$ cat config.mk
export PLATFORM = sky130hd
export DESIGN_NAME = regfile_ctrl
export DESIGN_NICKNAME = d
export VERILOG_FILES = /design/src/rtl/regfile_ctrl_pkg.sv /design/src/rtl/regfile_bypass.sv /design/src/rtl/regfile_ctrl.sv
export SDC_FILE = /design/constraint.sdc
export NUM_CORES = 1
export LEC_CHECK = 0
export ABC_AREA = 1
export CORE_MARGIN = 4
export CORE_UTILIZATION = 35
export CTS_CLUSTER_SIZE = 40
export DETAILED_ROUTE_END_ITERATION = 7
export GPL_ROUTABILITY_DRIVEN = 0
export MAX_ROUTING_LAYER = met4
export PLACE_DENSITY_LB_ADDON = 0.05
export SLEW_MARGIN = 20
export SYNTH_ARGS = -nofsm -noshare
export SYNTH_HDL_FRONTEND = slang
export SYNTH_SLANG_ARGS = --single-unit
$ cat constraint.sdc
create_clock -name clk -period 1.5 [get_ports clk]
set_clock_uncertainty 0.15 [all_clocks]
set_input_delay 0.3 -clock clk [delete_from_list [all_inputs] [get_ports clk]]
set_output_delay 0.3 -clock clk [all_outputs]
set_load 0.02 [all_outputs]
$ cat src/rtl/regfile_ctrl_pkg.sv
// Shared types and constants for the register-file sequencer/arbiter.
package regfile_ctrl_pkg;

    localparam int unsigned REG_ADDR_W = 5;
    localparam int unsigned NUM_REGS   = 32;
    localparam logic [REG_ADDR_W-1:0] REG_ZERO = 5'd0;
    localparam logic [REG_ADDR_W-1:0] REG_LAST = REG_ADDR_W'(NUM_REGS - 1);

    typedef enum logic [1:0] {
        INIT = 2'd0,
        RUN  = 2'd1,
        DBG  = 2'd2
    } state_t;

endpackage

$ cat src/rtl/regfile_bypass.sv
// Forwarding mux for the registered read ports; compiled only when REGFILE_CTRL_BYPASS_EN is defined.
`ifdef REGFILE_CTRL_BYPASS_EN
module regfile_bypass
    import regfile_ctrl_pkg::*;
#(
    parameter int unsigned XLEN = 32
) (
    input  logic                  lastWrite,
    input  logic [REG_ADDR_W-1:0] lastWrAddr,
    input  logic [XLEN-1:0]       lastWrData,
    input  logic [REG_ADDR_W-1:0] rdAddrA,
    input  logic [REG_ADDR_W-1:0] rdAddrB,
    input  logic [XLEN-1:0]       rfDataA,
    input  logic [XLEN-1:0]       rfDataB,
    output logic [XLEN-1:0]       fwdDataA,
    output logic [XLEN-1:0]       fwdDataB
);

    logic wrValid;
    logic hitA;
    logic hitB;

    // The regfile reads old data on a same-cycle write; substitute the write data instead.
    assign wrValid  = lastWrite && (lastWrAddr != REG_ZERO);
    assign hitA     = wrValid && (lastWrAddr == rdAddrA);
    assign hitB     = wrValid && (lastWrAddr == rdAddrB);
    assign fwdDataA = hitA ? lastWrData : rfDataA;
    assign fwdDataB = hitB ? lastWrData : rfDataB;

endmodule
`endif

$ cat src/rtl/regfile_ctrl.sv
// Sequencer/arbiter in front of the 32-entry register file: zero-init, core/debug port sharing.
// Optional same-cycle write forwarding is enabled by defining REGFILE_CTRL_BYPASS_EN.
module regfile_ctrl
    import regfile_ctrl_pkg::*;
#(
    parameter int unsigned XLEN         = 32,
    parameter int unsigned STARVE_LIMIT = 8
) (
    input  logic                  clk,
    input  logic                  rst_n,
    input  logic                  core_wr_en,
    input  logic [REG_ADDR_W-1:0] core_wr_addr,
    input  logic [XLEN-1:0]       core_wr_data,
    input  logic [REG_ADDR_W-1:0] core_rd_addr_a,
    input  logic [REG_ADDR_W-1:0] core_rd_addr_b,
    output logic [XLEN-1:0]       core_rd_data_a,
    output logic [XLEN-1:0]       core_rd_data_b,
    output logic                  core_stall,
    input  logic                  dbg_req,
    input  logic                  dbg_we,
    input  logic [REG_ADDR_W-1:0] dbg_addr,
    input  logic [XLEN-1:0]       dbg_wdata,
    output logic                  dbg_ack,
    output logic [XLEN-1:0]       dbg_rdata,
    output logic                  rf_write,
    output logic [REG_ADDR_W-1:0] rf_wr_addr,
    output logic [XLEN-1:0]       rf_wr_data,
    output logic [REG_ADDR_W-1:0] rf_rd_addr_a,
    output logic [REG_ADDR_W-1:0] rf_rd_addr_b,
    input  logic [XLEN-1:0]       rf_rd_data_a,
    input  logic [XLEN-1:0]       rf_rd_data_b
);

    localparam int unsigned CNT_W = 8;

    state_t                state;
    state_t                stateNext;
    logic [REG_ADDR_W-1:0] initPtr;
    logic [REG_ADDR_W-1:0] initPtrNext;
    logic [CNT_W-1:0]      starveCnt;
    logic [CNT_W-1:0]      starveCntNext;
    logic                  dbgPhase;
    logic                  dbgPhaseNext;
    logic                  wrReq;

    logic [REG_ADDR_W-1:0] rdAddrAQ;
    logic [REG_ADDR_W-1:0] rdAddrBQ;
    logic [XLEN-1:0]       holdA;
    logic [XLEN-1:0]       holdB;
    logic [XLEN-1:0]       fwdA;
    logic [XLEN-1:0]       fwdB;
    logic [XLEN-1:0]       freshA;
    logic [XLEN-1:0]       freshB;

    // State register
    always_ff @(posedge clk) begin
        if (!rst_n) begin
            state     <= INIT;
            initPtr   <= 5'd1;
            starveCnt <= '0;
            dbgPhase  <= 1'b0;
        end else begin
            state     <= stateNext;
            initPtr   <= initPtrNext;
            starveCnt <= starveCntNext;
            dbgPhase  <= dbgPhaseNext;
        end
    end

    // Next-state and port steering
    always_comb begin
        stateNext     = state;
        initPtrNext   = initPtr;
        starveCntNext = starveCnt;
        dbgPhaseNext  = 1'b0;
        wrReq         = 1'b0;
        rf_wr_addr    = core_wr_addr;
        rf_wr_data    = core_wr_data;
        rf_rd_addr_a  = core_rd_addr_a;
        rf_rd_addr_b  = core_rd_addr_b;
        core_stall    = 1'b1;
        dbg_ack       = 1'b0;
        dbg_rdata     = '0;

        unique case (state)
            INIT: begin
                wrReq       = 1'b1;
                rf_wr_addr  = initPtr;
                rf_wr_data  = '0;
                initPtrNext = initPtr + 5'd1;
                if (initPtr == REG_LAST) begin
                    stateNext = RUN;
                end
            end
            RUN: begin
                core_stall = 1'b0;
                wrReq      = core_wr_en;
                // Core writeback has priority until the debug request has starved long enough.
                if (dbg_req) begin
                    if (!core_wr_en || (starveCnt == CNT_W'(STARVE_LIMIT))) begin
                        stateNext     = DBG;
                        starveCntNext = '0;
                    end else begin
                        starveCntNext = starveCnt + 8'd1;
                    end
                end
            end
            DBG: begin
                if (!dbgPhase) begin
                    rf_rd_addr_a = dbg_addr;
                    wrReq        = dbg_we;
                    rf_wr_addr   = dbg_addr;
                    rf_wr_data   = dbg_wdata;
                    dbgPhaseNext = 1'b1;
                end else begin
                    dbg_ack   = 1'b1;
                    stateNext = RUN;
                    if (dbg_we) begin
                        dbg_rdata = dbg_wdata;
                    end else if (dbg_addr != REG_ZERO) begin
                        dbg_rdata = rf_rd_data_a;
                    end
                end
            end
            default: begin
                stateNext = INIT;
            end
        endcase
    end

    // x0 is never written; a held reset also suppresses writes.
    assign rf_write = wrReq && rst_n && (rf_wr_addr != REG_ZERO);

    // Read addresses and last delivered operands, aligned with the regfile's read latency
    always_ff @(posedge clk) begin
        if (!rst_n) begin
            rdAddrAQ <= REG_ZERO;
            rdAddrBQ <= REG_ZERO;
            holdA    <= '0;
            holdB    <= '0;
        end else begin
            rdAddrAQ <= rf_rd_addr_a;
            rdAddrBQ <= rf_rd_addr_b;
            holdA    <= core_rd_data_a;
            holdB    <= core_rd_data_b;
        end
    end

`ifdef REGFILE_CTRL_BYPASS_EN
    logic                  lastWrite;
    logic [REG_ADDR_W-1:0] lastWrAddr;
    logic [XLEN-1:0]       lastWrData;

    always_ff @(posedge clk) begin
        if (!rst_n) begin
            lastWrite  <= 1'b0;
            lastWrAddr <= REG_ZERO;
            lastWrData <= '0;
        end else begin
            lastWrite  <= rf_write;
            lastWrAddr <= rf_wr_addr;
            lastWrData <= rf_wr_data;
        end
    end

    regfile_bypass #(
        .XLEN(XLEN)
    ) uBypass (
        .lastWrite  (lastWrite),
        .lastWrAddr (lastWrAddr),
        .lastWrData (lastWrData),
        .rdAddrA    (rdAddrAQ),
        .rdAddrB    (rdAddrBQ),
        .rfDataA    (rf_rd_data_a),
        .rfDataB    (rf_rd_data_b),
        .fwdDataA   (fwdA),
        .fwdDataB   (fwdB)
    );
`else
    assign fwdA = rf_rd_data_a;
    assign fwdB = rf_rd_data_b;
`endif

    // x0 storage is never initialised, so its reads are masked here.
    assign freshA = (rdAddrAQ == REG_ZERO) ? '0 : fwdA;
    assign freshB = (rdAddrBQ == REG_ZERO) ? '0 : fwdB;

    assign core_rd_data_a = core_stall ? holdA : freshA;
    assign core_rd_data_b = core_stall ? holdB : freshB;

endmodule

==> results.cfg, run 1 <==
[synth]
yosysUniqueCellTypes = 32
synth.cell_area_um2 = 5080
synth_seq_cells = 90
synth_ff_type = dfxtp_1
avgSynthCellArea_um2 = 6.521
syn-num-nets = 936
yosysSeqAreaShare_pct = 35.47
netlist_instances = 779
yosysWarnings = 0
synthArstFlopShare_pct = 0
synth_edf_count = 0

[clocking]
cts-root-buf = clkbuf_16
clock_path_buffers = 2
htree_levels = 3
cts_sinks = 90
numCtsBuffers = 9

[die]
dieWidth_um = 128.5
fp-row-count = 43
die_h_um = 128.5
ios = 299
initial_core_util_pct = 36.18

[run_status]
status = aborted with a tool error
error_line = [ERROR DPL-0038] Utilization greater than 100%, impossible to legalize
haltStage = 5_1_grt

[placement]
hpwl_mm = 16.97
pre_cts_ws_ns = -1.063
io_buffer_count = 298

[global_routing]
grt_max_degree = 76

[sta]
grt-worst-endpoint = dbg_rdata[5]
worst_endpoint_kind = primary output
## what timing repair did
item / in CTS
cloned: 17
hold buffers: 0
pin swaps: 13
endpoints found under the hold margin: 0
buffers inserted: 42
gates resized for setup: 829
setup endpoints to repair: 222
## cell usage after synthesis, types with 2 or more instances
| library cell | number | area, µm² |
|---|---|---|
| nor3_1 | 6 | 30.03 |
| xor2_1 | 2 | 17.52 |
| a21oi_1 | 110 | 550.5 |
| buf_1 | 3 | 11.26 |
| nor2_4 | 3 | 33.78 |
| o21ai_1 | 2 | 10.01 |
| clkbuf_1 | 16 | 60.06 |
| dfxtp_1 | 90 | 1802 |
| inv_1 | 61 | 229.0 |
| nor2_1 | 21 | 78.83 |
| buf_4 | 8 | 60.06 |
| nand3_1 | 75 | 375.4 |
| o21ai_0 | 69 | 345.3 |
| clkbuf_2 | 3 | 15.01 |
| ha_1 | 4 | 50.05 |
| buf_6 | 15 | 168.9 |
| buf_8 | 2 | 30.03 |
| nand2_2 | 12 | 75.07 |
| xnor2_1 | 2 | 17.52 |
| nand2_1 | 247 | 927.1 |
| inv_2 | 4 | 15.01 |
| nand4_1 | 5 | 31.28 |
| buf_2 | 10 | 50.05 |
## through the flow
step           util [%]  std cells  setup TNS (ns)  hold WS [ns]  cell area, µm²
3_5_place_dp      73.55       1356         -134.82        0.3128           10330
3_3_place_gp      73.55       1356         -132.86        0.3101           10330
2_1_floorplan         -        779          -6.440        0.2476            6264
4_1_cts           84.57       1430          -82.52        0.3220           11880
## cell families after synthesis
family	Yosys count	share of synthesized area (%)
adder cells (fa/ha/maj)	4	0.9853
buffers and inverters	124	12.78
AND/OR/NAND/NOR	374	31.85
flip-flops	90	35.47
XOR/XNOR	4	0.6898
AO/OA/AOI/OAI	183	18.23
==> run 2: changes to the inputs <==
--- a/config.mk
+++ b/config.mk
@@ -8,11 +8,9 @@
 export ABC_AREA = 1
 export CORE_MARGIN = 4
 export CORE_UTILIZATION = 35
-export CTS_CLUSTER_SIZE = 40
 export DETAILED_ROUTE_END_ITERATION = 7
 export GPL_ROUTABILITY_DRIVEN = 0
-export MAX_ROUTING_LAYER = met4
-export PLACE_DENSITY_LB_ADDON = 0.05
+export PLACE_DENSITY_LB_ADDON = 0.15
 export SLEW_MARGIN = 20
 export SYNTH_ARGS = -nofsm -noshare
 export SYNTH_HDL_FRONTEND = slang
==> constraint.sdc (replaced) <==
create_clock -name clk -period 1.95 [get_ports clk]
set_clock_uncertainty 0.15 [all_clocks]
set_input_delay 0.39 -clock clk [delete_from_list [all_inputs] [get_ports clk]]
set_output_delay 0.39 -clock clk [all_outputs]
set_load 0.02 [all_outputs]
==> results.cfg, run 2 <==
[die]
initial_core_util_pct = 36.18
die_h_um = 128.5
dieWidth_um = 128.5
core-area_um2 = 14040
ios = 299
dieArea_um2 = 16510
fp-row-count = 43

[sta]
hold_viol_final = 0
slew_headroom_pct = 41.67
fin_setup_tns_ns = -24.13
fmax_ghz = 0.4501
min_period_ns = 2.222
finalMaxSlewViolations = 0
worst-slew-pin-transition_ns = 0.8750
rsz0062_at_grt = true
timing.final.ws_setup_ns = -0.2720
post-route-period-util_pct = 113.9
setup_viol = 140

[critical_path]
crit_slowest_cell = dfxtp_4
cp-start-kind = register
cp.arrival_ns = 1.68
crit_fanout = 8
critPathCaptureType = primary output
cp_num_buf_inv = 4
critPathRequiredTime_ns = 1.41
max_stage_delay_ns = 0.36
crit_type = register to primary output
path_cells = inv_4, nand2_4, nor2_4, buf_6, buf_12, o21ai_2, a21oi_1, buf_4
critPathTopFamily = buffers and inverters

[synth]
synth.cell_area_um2 = 5080
syn-num-nets = 936
yosysUniqueCellTypes = 32
synth_seq_cells = 90
netlist_instances = 779
yosysTopAreaCell = dfxtp_1
synth_edf_count = 0
synth.most_common_cell = nand2_1
synth_top_cell_area_share_pct = 35.47
avgSynthCellArea_um2 = 6.521
synthArstFlopShare_pct = 0
yosysWarnings = 0
synthTopCellsByCount = nand2_1 (247), a21oi_1 (110), dfxtp_1 (90)
synth_area_leaders = dfxtp_1 (35%), nand2_1 (18%), a21oi_1 (11%)
yosysSeqAreaShare_pct = 35.47
synth_ff_type = dfxtp_1

[routing]
highest_layer = met5
drc = 0
via_count = 7318
drt-met1-wl_mm = 10.51
antenna_left = 0
viasPerCell = 5.089
routed_wl_mm = 26.92
initialDrtViolationCount = 388
dr_wl_met2_mm = 12.98
first_pass_iters = 5
wl_met3_mm = 2.227
wl_per_cell_um = 18.72

[cells_and_area]
final_common_cell = buf_4
n_fill_cell = 923
area_growth_pct = 122.3
num_antenna_cells = 0
final_cell_mix = buf_4 (218), nand2_1 (196), clkdlybuf4s50_1 (146)
final_nets = 1410
reg.largest.list = holdA x32, holdB x32, starveCnt x8
drive_gt1_share_pct = 46.10

[placement]
pre_cts_ws_ns = -0.7955
hpwl_mm = 16.46
io_buffer_count = 298

[clocking]
clock_path_buffers = 2
insertion_delay_ns = 0.34
cts-root-buf = clkbuf_16
numCtsBuffers = 9
htree_levels = 3
cts_sinks = 90
cts_hold_buf = 0
clk_pin_slew_ns = 0.06
tritoncts = built

[power]
max-vdd-ir-drop_v = 0.0004784
p_leak_nw = 5.278
power_density_nw_per_um2 = 388.1

[min_path]
min_path_type = input port to register

[global_routing]
grt_antenna_before_repair = 1
gr-total-overflow = 0
grt_pass1_wl_mm = 35.67
grt_pass1_vias = 6499
grt_use_total_pct = 27.25
grt_max_degree = 76

[run_status]
violations = setup timing
status = finished, violations left

[flow_run]
maxCapViolCount = 0
-- run 2: cell counts after synthesis --
No cell type changed its count.
-- run 2: final timing paths --
check | slack, ns | to | startpoint | cells after the start
hold reg to reg | 0.32 | holdA[28] | holdA[28] | 2
hold / removal | 0.32 | rdAddrAQ[1] | dbg_addr[1] | 4
setup reg to reg | 0.15 | state[0] | state[0] | 9
setup / recovery | -0.27 | dbg_rdata[9] | state[0] | 8
-- run 2: logic make-up after synthesis --
kind of cell	after synthesis	synth area share, %
compound gates	183	18.23
xor+xnor	4	0.6898
fa+ha+maj	4	0.9853
buf+inv	124	12.78
flops	90	35.47
simple gates	374	31.85
-- run 2: what timing repair did --
action | CTS | global route
setup endpoints to repair | 146 | 146
pin swaps | 5 | 25
setup buffers | 18 | 25
cloned | 7 | 11
gates resized for setup | 724 | 343
-- run 2: per-layer routing --
metal / track usage [%] / vias to the layer above
li1: - / 3499
met4: 12.23 / 2
met3: 6.185 / 73
met2: 45.11 / 328
met5: 0 / -
met1: 33.79 / 3416
-- run 2: layout make-up --
class	count	area, µm²	area share [%]
Timing Repair inverter	1	16.27	0.1441
Clock buffer	11	242.7	2.150
Timing Repair Buffer	519	5200	46.06
Tap cell	180	225.2	1.995
Multi-Input combinational cell	565	3483	30.85
Clock inverter	5	35.03	0.3103
Sequential cell	90	1814	16.07
Inverter	67	274.0	2.427
-- run 2: worst register-to-register path: cells and delay by family (launching register included) --
family          cells  cell delay (ns)
buf+inv             5             0.74
flops               1             0.36
simple gates        2             0.24
compound gates      2             0.16
-- run 2: per-stage QoR --
step	cell area, µm²	hold WS [ns]	instances	utilization (%)	power [mW]
3_3_place_gp	9338	0.3057	1369	66.50	2.615
2_1_floorplan	5080	0.2985	779	-	2.096
4_1_cts	10070	0.3141	1409	71.71	4.268
3_5_place_dp	9338	0.3123	1369	66.50	2.617
6_report	11290	0.3194	1438	80.41	4.382
5_1_grt	11290	0.3389	1438	80.41	4.519
-- run 2: where the power goes --
group | internal [mW] | switching [mW]
registers | 1.85 | 0.0106
logic | 0.476 | 0.399
clock network | 0.905 | 0.739
total | 3.23 | 1.15
No activity file was read; power rests on OpenSTA's default activity.
==> variant 1: new RTL, flow settings as in run 2 <==
Compare `starveCnt` against `CNT_W'(STARVE_LIMIT)` with >= in place of ==.
--- a/src/rtl/regfile_ctrl.sv
+++ b/src/rtl/regfile_ctrl.sv
@@ -99,3 +99,3 @@
                 if (dbg_req) begin
-                    if (!core_wr_en || (starveCnt == CNT_W'(STARVE_LIMIT))) begin
+                    if (!core_wr_en || (starveCnt >= CNT_W'(STARVE_LIMIT))) begin
                         stateNext     = DBG;
Behaviour: same outputs for any inputs over 10 cycles, from zero or initial values and one cycle with rst_n low; that may be too few to reach the edited logic, so the function may still have changed.
==> variant 1 against run 2 <==
The flow still finishes with violations (negative setup slack); non-clock buffer count shrank 44; power increased by 0.49%; die area decreased by 6.4%; critical path depth unchanged; sequential cell count is the same; setup slack worse by 55 ps; area after synthesis is 6.8% lower; combinational power is 13% lower; wire length decreased by 12%; largest cell class unchanged; design area shrank 6.7%.
==> variant 1: results (changes against run 2) <==
- Arrival time worst endpoint: 1740 ps (+60 ps)
- Worst stage delay on the critical path: 330 ps (-30 ps)
- Seq/Total Area, Yosys: 0.381 (+0.0259)
- DR DRC count: 0 (unchanged)
- Largest net degree at the start of global routing: 77 (+1.3%)
- Nets: 1,268 (-10%)
- Vias in the first global route: 6,267 (-3.6%)
- Endpoints failing setup: 140 (unchanged)
- Lkg Pwr: 4.80 nW (-9.1%)
- Synth Area per Inst: 6.97 sq um (+6.9%)
- Status: complete, but fails checks
- Detailed Route WL: 23,600 microns (-12%)
- Worst-case vdd ir drop: 452 uV (-5.5%)
- HPWL after DPL: 14,700 microns (-11%)
- Violated checks: negative setup slack
- 1st-pass router iterations: 5 (unchanged)
- First-pass GRT wire length: 34,000 microns (-4.7%)
- Dpl cells: 1,236 (-9.7%)
- CTS Buf Count: 9 (unchanged)
- Slowest cell on crit path: dfxtp_2
- H-tree lvl count: 3 (unchanged)
- PortBufs: 298 (unchanged)
- Synth unique cells: 31 (-3.1%)
- Post-synth top cells: nand2_1 (212), a21oi_1 (103), dfxtp_1 (90), nand3_1 (72), o21ai_0 (38)
- GRT Total Usage: 0.269 (-0.00337)
- Via count: 6,679 (-8.7%)
- HP Class: flop to flop
- Worst-path maximum fanout: 5 (-3)
- DRT iter0 DRCs: 578 (+49%)
- Largest cells by area after synthesis: dfxtp_1 (38%), nand2_1 (17%), a21oi_1 (11%), nand3_1 (7.6%), a22o_1 (5.9%)
- Filler cells: 921 (-0.22%)
- Slew at the pin with the worst max-slew slack: 870 ps (-5.05 ps)
- Synth Warn #: 0 (unchanged)
- Avg WL per Cell: 18.2 microns (-2.5%)
- Antenna violations before repair: 0 (-1)
- Setup ws final: -327 ps (-55.0 ps)
- Delay-heaviest family, CP: buffers and inverters
- Syn Nets: 836 (-11%)
- Layout cells sized above 1: 0.470 (+0.00848)
- Cell area after placement: 8730 sq um (-6.5%)
- Largest regs: holdA x32, holdB x32, starveCnt x8
==> variant 1: cell count changes in the layout (fill, tap and decap cells not counted), sizes merged, moves of 4 or more <==
cell and delta:
a22o +32, nand2 -41, inv -36, nor2 -7, o21ai -33, buf -43, nand3 -4
==> variant 1: report_power, final <==
group          internal (W)  total (W)  switching (W)
Clock               0.00101    0.00177       0.000764
Combinational      0.000436   0.000764       0.000328
Sequential          0.00185    0.00186      0.0000112
Total               0.00330    0.00440        0.00110
==> variant 1: timing repair <==
item	4_1_cts	5_1_grt
gates cloned	12	7
endpoints found under the hold margin	0	0
endpoints found under the setup margin	146	150
buffers inserted	19	4
pin swaps	15	39
gates resized for setup	826	202
==> variant 1: final cells by class <==
class,count,area (sq um),share of cell area
clock buffers,10,229,0.0217
clock inverters,6,72.6,0.00689
flip-flops and latches,90,1810,0.172
repair buffers,475,4870,0.462
inverters,30,144,0.0137
multi-input cells,505,3190,0.303
well taps,176,220,0.0209
==> variant 1: per-layer routing <==
| metal | wire length, microns | global-route usage | vias to the layer above |
|---|---|---|---|
| met4 | 752 | 0.0922 | 0 |
| met3 | 1860 | 0.0716 | 60 |
| met5 | 0 | 0 | - |
| li1 | - | - | 3173 |
| met1 | 9360 | 0.333 | 3140 |
| met2 | 11600 | 0.453 | 306 |
==> variant 1: logic make-up (layout without fill, tap and decap cells) <==
family,after synthesis,after routing,share of synthesized area
flops,90,90,0.381
xor+xnor,2,2,0.00370
buf+inv,84,521,0.0983
simple gates,318,318,0.284
compound gates,181,181,0.223
fa+ha+maj,4,4,0.0106
==> variant 1: metrics by stage <==
step,TNS (ps),setup WS [ps],hold WS (ps)
global route,-35120,-409,325
finish,-26360,-327,295
detailed placement,-59950,-703,286
floorplan,0,10.7,268
CTS,-24300,-253,298
global placement,-57550,-695,277
==> variant 1: worst paths after layout <==
check / slack (ps) / to / depth (start not counted) / from
setup / recovery: -330 / core_rd_data_a[20] / 8 / state[1]
hold / removal: 300 / starveCnt[6] / 2 / starveCnt[6]
setup reg to reg: 120 / starveCnt[2] / 10 / state[1]
hold reg to reg: 300 / starveCnt[6] / 2 / starveCnt[6]
==> variant 1: tightest hold or removal path, delay by kind of cell, from the launching register on <==
kind	cells	cell delay, ps
buffers and inverters	1	60
flip-flops	1	300
AND/OR/NAND/NOR	1	50
==> variant 2: new RTL, settings of run 2 <==
Without the edit above. Change the parameter `STARVE_LIMIT` from 8 to 4.
--- a/src/rtl/regfile_ctrl.sv
+++ b/src/rtl/regfile_ctrl.sv
@@ -6,3 +6,3 @@
     parameter int unsigned XLEN         = 32,
-    parameter int unsigned STARVE_LIMIT = 8
+    parameter int unsigned STARVE_LIMIT = 4
 ) (
Behaviour: no difference found for any inputs over 10 cycles, from zero or initial values and one cycle with rst_n low; that may be too few to reach the edited logic, so the function may still have changed.
==> variant 2 against run 2 <==
The run still ends with negative setup slack left; sequential share of layout area is 0.67 points lower; count of clock-buffer cells in the layout is 1 lower; non-clock buffer count is 9 higher; design area is 4.3% higher; sequential power hardly changed; global-route usage hardly changed; via count is 2.1% higher; setup slack worse by 7.6 ps; power is 5.0% higher; highest routed layer is now met4; wire length is 4.6% higher; sequential cell count stayed put; area after synthesis is 1.4% lower.
==> variant 2: results (changes against run 2) <==
- Status: complete, but fails checks
- Violated checks: negative setup slack
- Diodes inserted: 0 (unchanged)
- Vias in the first global route: 6,540 (+0.63%)
- Top Metal Used: met4
- Metal3 WL: 1910 microns (-14%)
- Endpoints failing setup: 139 (-0.71%)
- Reg-to-Reg Start: state[1]
- Layout cells sized above 1: 0.498 (+0.0374)
- Largest cells by area after synthesis: dfxtp_1 (36%), nand2_1 (19%), a21oi_1 (11%), nand3_1 (7.6%), o21ai_0 (6.7%)
- WL met2: 14,200 microns (+9.4%)
- Slew HR: 0.424 (+0.00695)
- Filler cells: 791 (-14%)
- HP Start: dbg_addr[1]
- Nets: 1,416 (+0.43%)
- Post-synth top cells: nand2_1 (258), a21oi_1 (110), dfxtp_1 (90), nand3_1 (76), o21ai_0 (67)
- DRT iter0 DRCs: 436 (+12%)
- Seq/Total Area, Yosys: 0.360 (+0.00505)
- Syn Nets: 933 (-0.32%)
- Largest regs: holdA x32, holdB x32, starveCnt x8
- Setup ws final: -280 ps (-7.64 ps)
- Vias per cell: 5.18 (+1.7%)
- Avg WL per Cell: 19.5 microns (+4.2%)
- GRT Total Usage: 0.272 (about the same)
- First-pass GRT wire length: 35,100 microns (-1.7%)
- Worst-path maximum fanout: 6 (-2)
- Worst-case vdd ir drop: 495 uV (+3.6%)
- Lkg Pwr: 5.43 nW (+2.8%)
- Synth unique cells: 30 (-6.3%)
## variant 2: power breakdown
group	internal, W	leakage, nW	switching, W
clock network	0.00101	0.144	0.000805
logic	0.000495	4.55	0.000426
registers	0.00185	0.731	0.0000105
## variant 2: through the flow
stage               area (sq um)  cells  setup TNS [ps]  worst slack, ps  hold WS [ps]
finish                     11800   1444          -23800             -280           318
floorplan                   5010    776               0              116           301
detailed placement          9030   1341          -56110             -795           315
CTS                        10000   1394          -20410             -276           325
global route               11800   1444          -31090             -355           340
global placement            9030   1341          -55030             -778           310
## variant 2: layout make-up
class                      instances  area [sq um]  share of cell area
inverter                          66           268              0.0227
clock inverter                     6          72.6             0.00616
clock buffer                      10           229              0.0194
timing repair buffer             528          5350               0.454
tap                              180           225              0.0191
sequential                        90          1810               0.154
multi-input combinational        564          3830               0.325
## variant 2: per-layer routing
metal | global-route usage | up-vias
li1 | - | 3514
met1 | 0.334 | 3526
met2 | 0.465 | 339
met3 | 0.0556 | 96
met4 | 0.114 | 0
met5 | 0 | -
## variant 2: worst paths after layout
check	cells after the start	slack, ps	endpoint
min reg2reg	2	340	holdA[24]
min	4	320	rdAddrAQ[1]
max	9	-280	rf_rd_addr_a[3]
max reg2reg	13	60	starveCnt[5]
## variant 2: cell families after synthesis
group                    after synthesis  share of synthesized area
buffers and inverters                122                      0.124
XOR/XNOR                               5                    0.00874
AO/OA/AOI/OAI                        181                      0.183
AND/OR/NAND/NOR                      374                      0.314
flip-flops                            90                      0.360
adder cells (fa/ha/maj)                4                    0.00999
## variant 2: timing repair
item,4_1_cts,5_1_grt
gates resized for setup,830,375
pin swaps,17,48
setup buffers,30,45
gates cloned,7,10
setup endpoints to repair,146,146
## variant 2: critical path: stages (launching register included)
cell and delay (ps):
dfxtp_4 370, inv_4 60, nand2_4 60, nor2_4 130, buf_12 130, buf_6 100
clkinvlp_4 160, nand2_2 130, nand2_2 60, buf_6 130
